--- src/rtl/fpga_mode_ctrl_if.sv ---
// SPI pins and mode-mux fan-out of fpga_mode_ctrl, grouped as one bundle.
//   master : ARM side; drives spck/mosi/ncs and observes the controller outputs
//   slave  : fpga_mode_ctrl side
// Signals:
//   spck, mosi, ncs  SPI clock, data and active-low chip select (asynchronous to pck0)
//   miso             status readback
//   major_mode       mode-mux select
//   conf_word        full configuration word; [7:5] mirrors major_mode
//   divisor          LF clock divisor
//   quiesce, busy    mux quiesce request / mode-switch sequence in progress
//   frame_err        one-cycle pulse on a dropped frame
interface fpga_mode_ctrl_if;
  logic       spck;
  logic       mosi;
  logic       ncs;
  logic       miso;
  logic [2:0] major_mode;
  logic [7:0] conf_word;
  logic [7:0] divisor;
  logic       quiesce;
  logic       busy;
  logic       frame_err;

  modport master (
    output spck, mosi, ncs,
    input  miso, major_mode, conf_word, divisor, quiesce, busy, frame_err
  );

  modport slave (
    input  spck, mosi, ncs,
    output miso, major_mode, conf_word, divisor, quiesce, busy, frame_err
  );
endinterface

--- src/rtl/fpga_mode_ctrl.sv ---
// Receives 16-bit ARM configuration frames over SPI (sampled in the pck0 domain) and
// sequences glitch-free major-mode changes: the muxes are held quiet for GUARD_CYCLES
// before the select switches and SETTLE_CYCLES after it.
// Ports:
//   pck0    system clock, all logic on posedge
//   nreset  asynchronous active-low reset
//   bus     fpga_mode_ctrl_if.slave: SPI pins in, miso/major_mode/conf_word/divisor/
//           quiesce/busy/frame_err out
// Frame: {cmd[3:0], 4'bx, data[7:0]}, MSB first. cmd 1 = conf update, 2 = divisor,
// 3 = mode off (conf update with 8'hE0); anything else is ignored.
// Optional feature: define FPGA_MODE_CTRL_READBACK_EN to shift a status word out on miso;
// otherwise miso is tied low.
module fpga_mode_ctrl #(
  parameter int unsigned GUARD_CYCLES  = 16,
  parameter int unsigned SETTLE_CYCLES = 8,
  parameter logic [7:0]  DIV_RESET     = 8'd95
) (
  input logic             pck0,
  input logic             nreset,
  fpga_mode_ctrl_if.slave bus
);

  typedef enum logic [1:0] {StIdle, StQuiesce, StSwitch, StSettle} state_e;

  localparam logic [7:0] GuardLoad   = 8'(GUARD_CYCLES - 1);
  localparam logic [7:0] SettleLoad  = (SETTLE_CYCLES == 0) ? 8'd0 : 8'(SETTLE_CYCLES - 1);
  localparam logic [7:0] ModeOffConf = 8'hE0;

  // Synchronizers and edge detectors
  logic spck_s1, spck_s2, spck_d;
  logic mosi_s1, mosi_s2;
  logic ncs_s1, ncs_s2, ncs_d;
  logic spck_rise, ncs_rise;

  // Frame capture and decoded outputs
  logic [15:0] shift_reg;
  logic [4:0]  bitcnt;
  logic [3:0]  frame_cmd;
  logic [7:0]  frame_data;
  logic        frame_drop;
  logic        conf_req;
  logic [7:0]  conf_data;
  logic        div_req;

  // Mode-switch sequencer
  state_e      state;
  logic [7:0]  cnt;
  logic [7:0]  pending;
  logic [7:0]  pend_nxt;
  logic        settle_done;
  logic [2:0]  major_mode;
  logic [7:0]  conf_word;
  logic [7:0]  divisor;
  logic        quiesce;
  logic        busy;
  logic        frame_err;

  logic unused_frame_pad;
  assign unused_frame_pad = ^shift_reg[11:8];

  always_ff @(posedge pck0 or negedge nreset) begin
    if (!nreset) begin
      spck_s1 <= 1'b0;
      spck_s2 <= 1'b0;
      spck_d  <= 1'b0;
      mosi_s1 <= 1'b0;
      mosi_s2 <= 1'b0;
      // ncs idles high; resetting its chain low would fake a frame end after reset.
      ncs_s1  <= 1'b1;
      ncs_s2  <= 1'b1;
      ncs_d   <= 1'b1;
    end else begin
      spck_s1 <= bus.spck;
      spck_s2 <= spck_s1;
      spck_d  <= spck_s2;
      mosi_s1 <= bus.mosi;
      mosi_s2 <= mosi_s1;
      ncs_s1  <= bus.ncs;
      ncs_s2  <= ncs_s1;
      ncs_d   <= ncs_s2;
    end
  end

  assign spck_rise = spck_s2 & ~spck_d;
  assign ncs_rise  = ncs_s2 & ~ncs_d;

  always_comb begin
    frame_cmd   = shift_reg[15:12];
    frame_data  = shift_reg[7:0];
    frame_drop  = ncs_rise && (bitcnt != 5'd16);
    conf_req    = 1'b0;
    conf_data   = frame_data;
    div_req     = 1'b0;
    if (ncs_rise && (bitcnt == 5'd16)) begin
      case (frame_cmd)
        4'h1: conf_req = 1'b1;
        4'h2: div_req = 1'b1;
        4'h3: begin
          conf_req  = 1'b1;
          conf_data = ModeOffConf;
        end
        default: ;
      endcase
    end
    // While a sequence runs, conf frames land in pending and the latest one wins, even
    // when it arrives in the same cycle as a switch or settle-end decision.
    pend_nxt    = (conf_req && (state != StIdle)) ? conf_data : pending;
    settle_done = ((state == StSwitch) && (SETTLE_CYCLES == 0)) ||
                  ((state == StSettle) && (cnt == 8'd0));
  end

  always_ff @(posedge pck0 or negedge nreset) begin
    if (!nreset) begin
      shift_reg  <= 16'h0000;
      bitcnt     <= 5'd0;
      state      <= StIdle;
      cnt        <= 8'd0;
      pending    <= 8'h00;
      major_mode <= 3'b111;
      conf_word  <= 8'hE0;
      divisor    <= DIV_RESET;
      quiesce    <= 1'b0;
      busy       <= 1'b0;
      frame_err  <= 1'b0;
    end else begin
      frame_err <= frame_drop;

      // ncs_s2 is already high in the frame-end cycle, so a coincident spck rise is dropped.
      if (ncs_rise) begin
        bitcnt <= 5'd0;
      end else if (spck_rise && !ncs_s2) begin
        shift_reg <= {shift_reg[14:0], mosi_s2};
        if (bitcnt != 5'd17) begin
          bitcnt <= bitcnt + 5'd1;
        end
      end

      if (div_req) begin
        divisor <= frame_data;
      end

      pending <= pend_nxt;

      case (state)
        StIdle: begin
          if (conf_req) begin
            if (conf_data[7:5] == major_mode) begin
              conf_word <= conf_data;
            end else begin
              pending <= conf_data;
              state   <= StQuiesce;
              cnt     <= GuardLoad;
              quiesce <= 1'b1;
              busy    <= 1'b1;
            end
          end
        end
        StQuiesce: begin
          if (cnt == 8'd0) begin
            state      <= StSwitch;
            major_mode <= pend_nxt[7:5];
            conf_word  <= pend_nxt;
          end else begin
            cnt <= cnt - 8'd1;
          end
        end
        StSwitch: begin
          if (SETTLE_CYCLES != 0) begin
            state <= StSettle;
            cnt   <= SettleLoad;
          end
        end
        StSettle: begin
          if (cnt != 8'd0) begin
            cnt <= cnt - 8'd1;
          end
        end
        default: state <= StIdle;
      endcase

      // A request that arrived mid-sequence for another mode chains straight into a new
      // guard window; otherwise the latest same-mode word is committed and the muxes released.
      if (settle_done) begin
        if (pend_nxt[7:5] != major_mode) begin
          state <= StQuiesce;
          cnt   <= GuardLoad;
        end else begin
          conf_word <= pend_nxt;
          state     <= StIdle;
          quiesce   <= 1'b0;
          busy      <= 1'b0;
        end
      end
    end
  end

`ifdef FPGA_MODE_CTRL_READBACK_EN
  logic        spck_fall, ncs_fall;
  logic [15:0] status_sr;
  logic        frame_err_sticky;

  assign spck_fall = ~spck_s2 & spck_d;
  assign ncs_fall  = ~ncs_s2 & ncs_d;

  always_ff @(posedge pck0 or negedge nreset) begin
    if (!nreset) begin
      status_sr        <= 16'h0000;
      frame_err_sticky <= 1'b0;
    end else if (ncs_fall) begin
      status_sr        <= {busy, frame_err_sticky, 3'b000, major_mode, conf_word};
      frame_err_sticky <= 1'b0;
    end else begin
      if (spck_fall && !ncs_s2) begin
        status_sr <= {status_sr[14:0], 1'b0};
      end
      if (frame_drop) begin
        frame_err_sticky <= 1'b1;
      end
    end
  end

  assign bus.miso = status_sr[15];
`else
  assign bus.miso = 1'b0;
`endif

  assign bus.major_mode = major_mode;
  assign bus.conf_word  = conf_word;
  assign bus.divisor    = divisor;
  assign bus.quiesce    = quiesce;
  assign bus.busy       = busy;
  assign bus.frame_err  = frame_err;

endmodule

--- src/flat_wrapper.sv ---
// flat-port wrapper written by rule: the top's interface ports become plain ports
module fpga_mode_ctrl_flat 
#(
  parameter int unsigned GUARD_CYCLES  = 16,
  parameter int unsigned SETTLE_CYCLES = 8,
  parameter logic [7:0]  DIV_RESET     = 8'd95
)
  (pck0, nreset, bus_spck, bus_mosi, bus_ncs, bus_miso, bus_major_mode, bus_conf_word, bus_divisor, bus_quiesce, bus_busy, bus_frame_err);
  fpga_mode_ctrl_if bus_i ();
  input logic pck0;
  input logic nreset;
  input wire logic [$bits(bus_i.spck)-1:0] bus_spck;
  input wire logic [$bits(bus_i.mosi)-1:0] bus_mosi;
  input wire logic [$bits(bus_i.ncs)-1:0] bus_ncs;
  output wire logic [$bits(bus_i.miso)-1:0] bus_miso;
  output wire logic [$bits(bus_i.major_mode)-1:0] bus_major_mode;
  output wire logic [$bits(bus_i.conf_word)-1:0] bus_conf_word;
  output wire logic [$bits(bus_i.divisor)-1:0] bus_divisor;
  output wire logic [$bits(bus_i.quiesce)-1:0] bus_quiesce;
  output wire logic [$bits(bus_i.busy)-1:0] bus_busy;
  output wire logic [$bits(bus_i.frame_err)-1:0] bus_frame_err;
  assign bus_i.spck = bus_spck;
  assign bus_i.mosi = bus_mosi;
  assign bus_i.ncs = bus_ncs;
  assign bus_miso = bus_i.miso;
  assign bus_major_mode = bus_i.major_mode;
  assign bus_conf_word = bus_i.conf_word;
  assign bus_divisor = bus_i.divisor;
  assign bus_quiesce = bus_i.quiesce;
  assign bus_busy = bus_i.busy;
  assign bus_frame_err = bus_i.frame_err;
  fpga_mode_ctrl #(.GUARD_CYCLES(GUARD_CYCLES), .SETTLE_CYCLES(SETTLE_CYCLES), .DIV_RESET(DIV_RESET)) u_core (.pck0(pck0), .nreset(nreset), .bus(bus_i));
endmodule
--- config.mk ---
export PLATFORM = sky130hd
export DESIGN_NAME = fpga_mode_ctrl_flat
export DESIGN_NICKNAME = d
export VERILOG_FILES = /design/src/rtl/fpga_mode_ctrl_if.sv /design/src/rtl/fpga_mode_ctrl.sv /design/src/flat_wrapper.sv
export SDC_FILE = /design/constraint.sdc
export NUM_CORES = 1
export LEC_CHECK = 0
export BUFFER_PORTS_ARGS = -buffer_cell sky130_fd_sc_hd__clkbuf_2
export CORE_MARGIN = 5
export CORE_UTILIZATION = 35
export DETAILED_ROUTE_END_ITERATION = 12
export SLEW_MARGIN = 0
export SYNTH_ARGS = -nofsm -noshare
export SYNTH_HDL_FRONTEND = slang
export SYNTH_SLANG_ARGS = --single-unit
--- constraint.sdc ---
create_clock -name pck0 -period 3.3 [get_ports pck0]
set_clock_uncertainty 0.2 [all_clocks]
set_input_delay 0 -clock pck0 [delete_from_list [all_inputs] [get_ports pck0]]
set_output_delay 0 -clock pck0 [all_outputs]
set_load 0.03 [all_outputs]
==> metrics.txt <==
minimum clock period roughly 2900 ps; Synth Flop Type dfrtp_1; CTS H-tree lvls 3; fraction of the mapped netlist area in simple logic gates 0.169; Final Max Slew Viols 0; initial antenna violation count 0; crit path DAT 2900 ps; R2R depth 8; Final ANT Viol Nets 0; worst r2r dst u_core.state[1]; Rel. slew slack 0.576; Area growth syn-to-layout 15.2%; first drt pass iteration count 4; Floorplan Core Area about 0.011 mm^2; f_max around 0.35 GHz; Power Total 2040 uW; clock buffer count from CTS 9; Die X 114 um; total area of sequential cells approximately 0.0017 mm^2; Synth async-reset ratio 1.00; # setup viols final 0; vias in the first global route about 2800; FF-to-FF setup slack 440 ps; Layout Cells excl Fill 523; reg2reg start u_core.cnt[0]; syn nets 359; commonest non-fill, non-tap cell in the layout dfrtp_1; Net count, final about 390; Yosys Warn Count 0; Lkg Pwr 0.00206 uW; compound-gate portion of the synthesized area 0.138; clock sink count 69; post-cts resize count 0; first-pass GRT wire length 14100 um; CTS clk-pin slew, worst paths 80 ps; vias per cell 5.25; die height between 100 and 150 um; Yosys reg bits 69; DRC 0; share of layout cells above drive strength 1 0.313; Buffers on Ports 26; Placed Cells between 500 and 600; drt total wl 8220 um; status completed; FP Rows 38; max reg flops 16; Fill cells 1061; worst vdd ir 0.296 mV; area taken by multi-input logic gates 0.00192 mm^2; kind of critical path register to register; sequential area share after synthesis 0.462; Cell Area, Synth 0.00377 mm^2; CTS Buffer Depth 2; First DRT Iteration DRCs approximately 150; Post-synth EDFFs 0; Hold WS 1.78 ps; Setup crit end kind register; CP max stage delay about 540 ps; insertion delay to the later sink of the worst-skew pair 360 ps; Crit Path Max Fanout 14; Tightest Hold Check Type input port to asynchronous set/reset pin; CTS tree yes; Fin. Hold Viols 0; WL per Instance 15.7 um; Syn Area/Cell 11.0 um^2; largest net degree at the start of global routing 28; total gr overflow 0; placer congestion estimate 0.793; worst slew pin tran 629 ps; Required @ worst endpoint 3340 ps; Tcrit/Tclk final 0.867; adder-cell share of the synthesized area 0.0331; CTS root buf clkbuf_8; Initial Utilization 0.353; number of I/O pins 28; ANT cells 0; post-synthesis mux area share 0.147; unrepaired setup endpoints after global routing no; Synth Area in XOR/XNOR 0.0186; most frequent cells in the layout dfrtp_1, mux2_2, nand2_1, clkbuf_2, nor2_1; Power Dens Cells 470 mW/mm^2; synth unique cells 62; Final HPWL DP 5850 um; Crit-path slowest cell or4_4; sum of negative setup slack 0 ps; CTS Hold Buffers Added 4; Startpoint Class register; die area 0.0130 mm^2; max_cap viols 0; GRT Total Usage 0.135; via count 2745; crit path cell chain inv_1, ha_1, or4b_4, or4_4, o22ai_1, o21ai_1, a31o_2, mux2_4; postcts setup bufs 0; Mapped Cells 344; main combinational cell family by area after synthesis simple AND/OR/NAND/NOR gates
==> kinds of logic after synthesis <==
logic type	after synthesis
flops	69
mux	51
buf+inv	27
fa+ha+maj	10
compound gates	68
simple gates	110
xor+xnor	8
other cells	1
==> how the worst max path moves through the flow <==
stage / from / endpoint / slack [ps] / cells after the start
floorplan: u_core.bitcnt[0] / u_core.bus.conf_word[0] / 680 / 9
global placement: u_core.bitcnt[0] / u_core.bus.conf_word[2] / 490 / 9
detailed placement: u_core.bitcnt[0] / u_core.bus.conf_word[4] / 460 / 9
CTS: u_core.bitcnt[0] / u_core.bus.conf_word[4] / 440 / 9
global route: u_core.bitcnt[1] / u_core.bus.conf_word[0] / 250 / 9
finish: u_core.cnt[0] / u_core.state[1] / 440 / 8
==> synth_stat cells (all sizes together) (6+ instances only) <==
cell type  instances  share of area
nand2             25          0.025
mux2              33          0.099
clkbuf            11          0.011
and2               8          0.014
nor2b              7          0.012
dfrtp             54           0.36
inv               10         0.0099
mux2i             18          0.048
dfstp             15           0.10
nand3              9          0.012
ha                10          0.033
a21oi              8          0.011
nor2              23          0.023
o21ai             16          0.021
buf                6         0.0096
==> routing by layer <==
layer,vias up,wire [um],track usage
li1,1321,-,-
met1,1363,3920,0.179
met2,47,3810,0.211
met3,14,349,0.0408
met4,0,141,0.0435
met5,-,0,0
==> power breakdown <==
group / switching (uW) / leakage [uW] / internal (uW) / total [uW]
sequential: 84.2 / 0.000884 / 902 / 987
clock: 367 / 0.000115 / 436 / 803
combinational: 124 / 0.00106 / 129 / 253
==> area by class of cell <==
class | count | area share
multi-input cells | 248 | 0.441
well taps | 140 | 0.0403
repair buffers | 40 | 0.0564
clock inverters | 7 | 0.0239
clock buffers | 9 | 0.0285
inverters | 10 | 0.00863
flip-flops and latches | 69 | 0.401
==> through the flow <==
step | utilization | cell area [um^2] | setup WS, ps
after floorplan | - | 3770 | 677
after global placement | 0.382 | 4080 | 488
after detailed placement | 0.382 | 4080 | 455
after CTS | 0.407 | 4350 | 443
after global routing | 0.407 | 4350 | 251
final | 0.407 | 4350 | 439
==> critical path: cells and delay by family (launching register included) <==
kind / cells / cell delay, ps
adders and majority gates: 1 / 200
and+or+nand+nor: 2 / 1070
buffers and inverters: 1 / 70
AOI/OAI and AO/OA: 3 / 510
muxes: 1 / 290
DFF: 1 / 410
No activity file was read; power rests on OpenSTA's default activity.
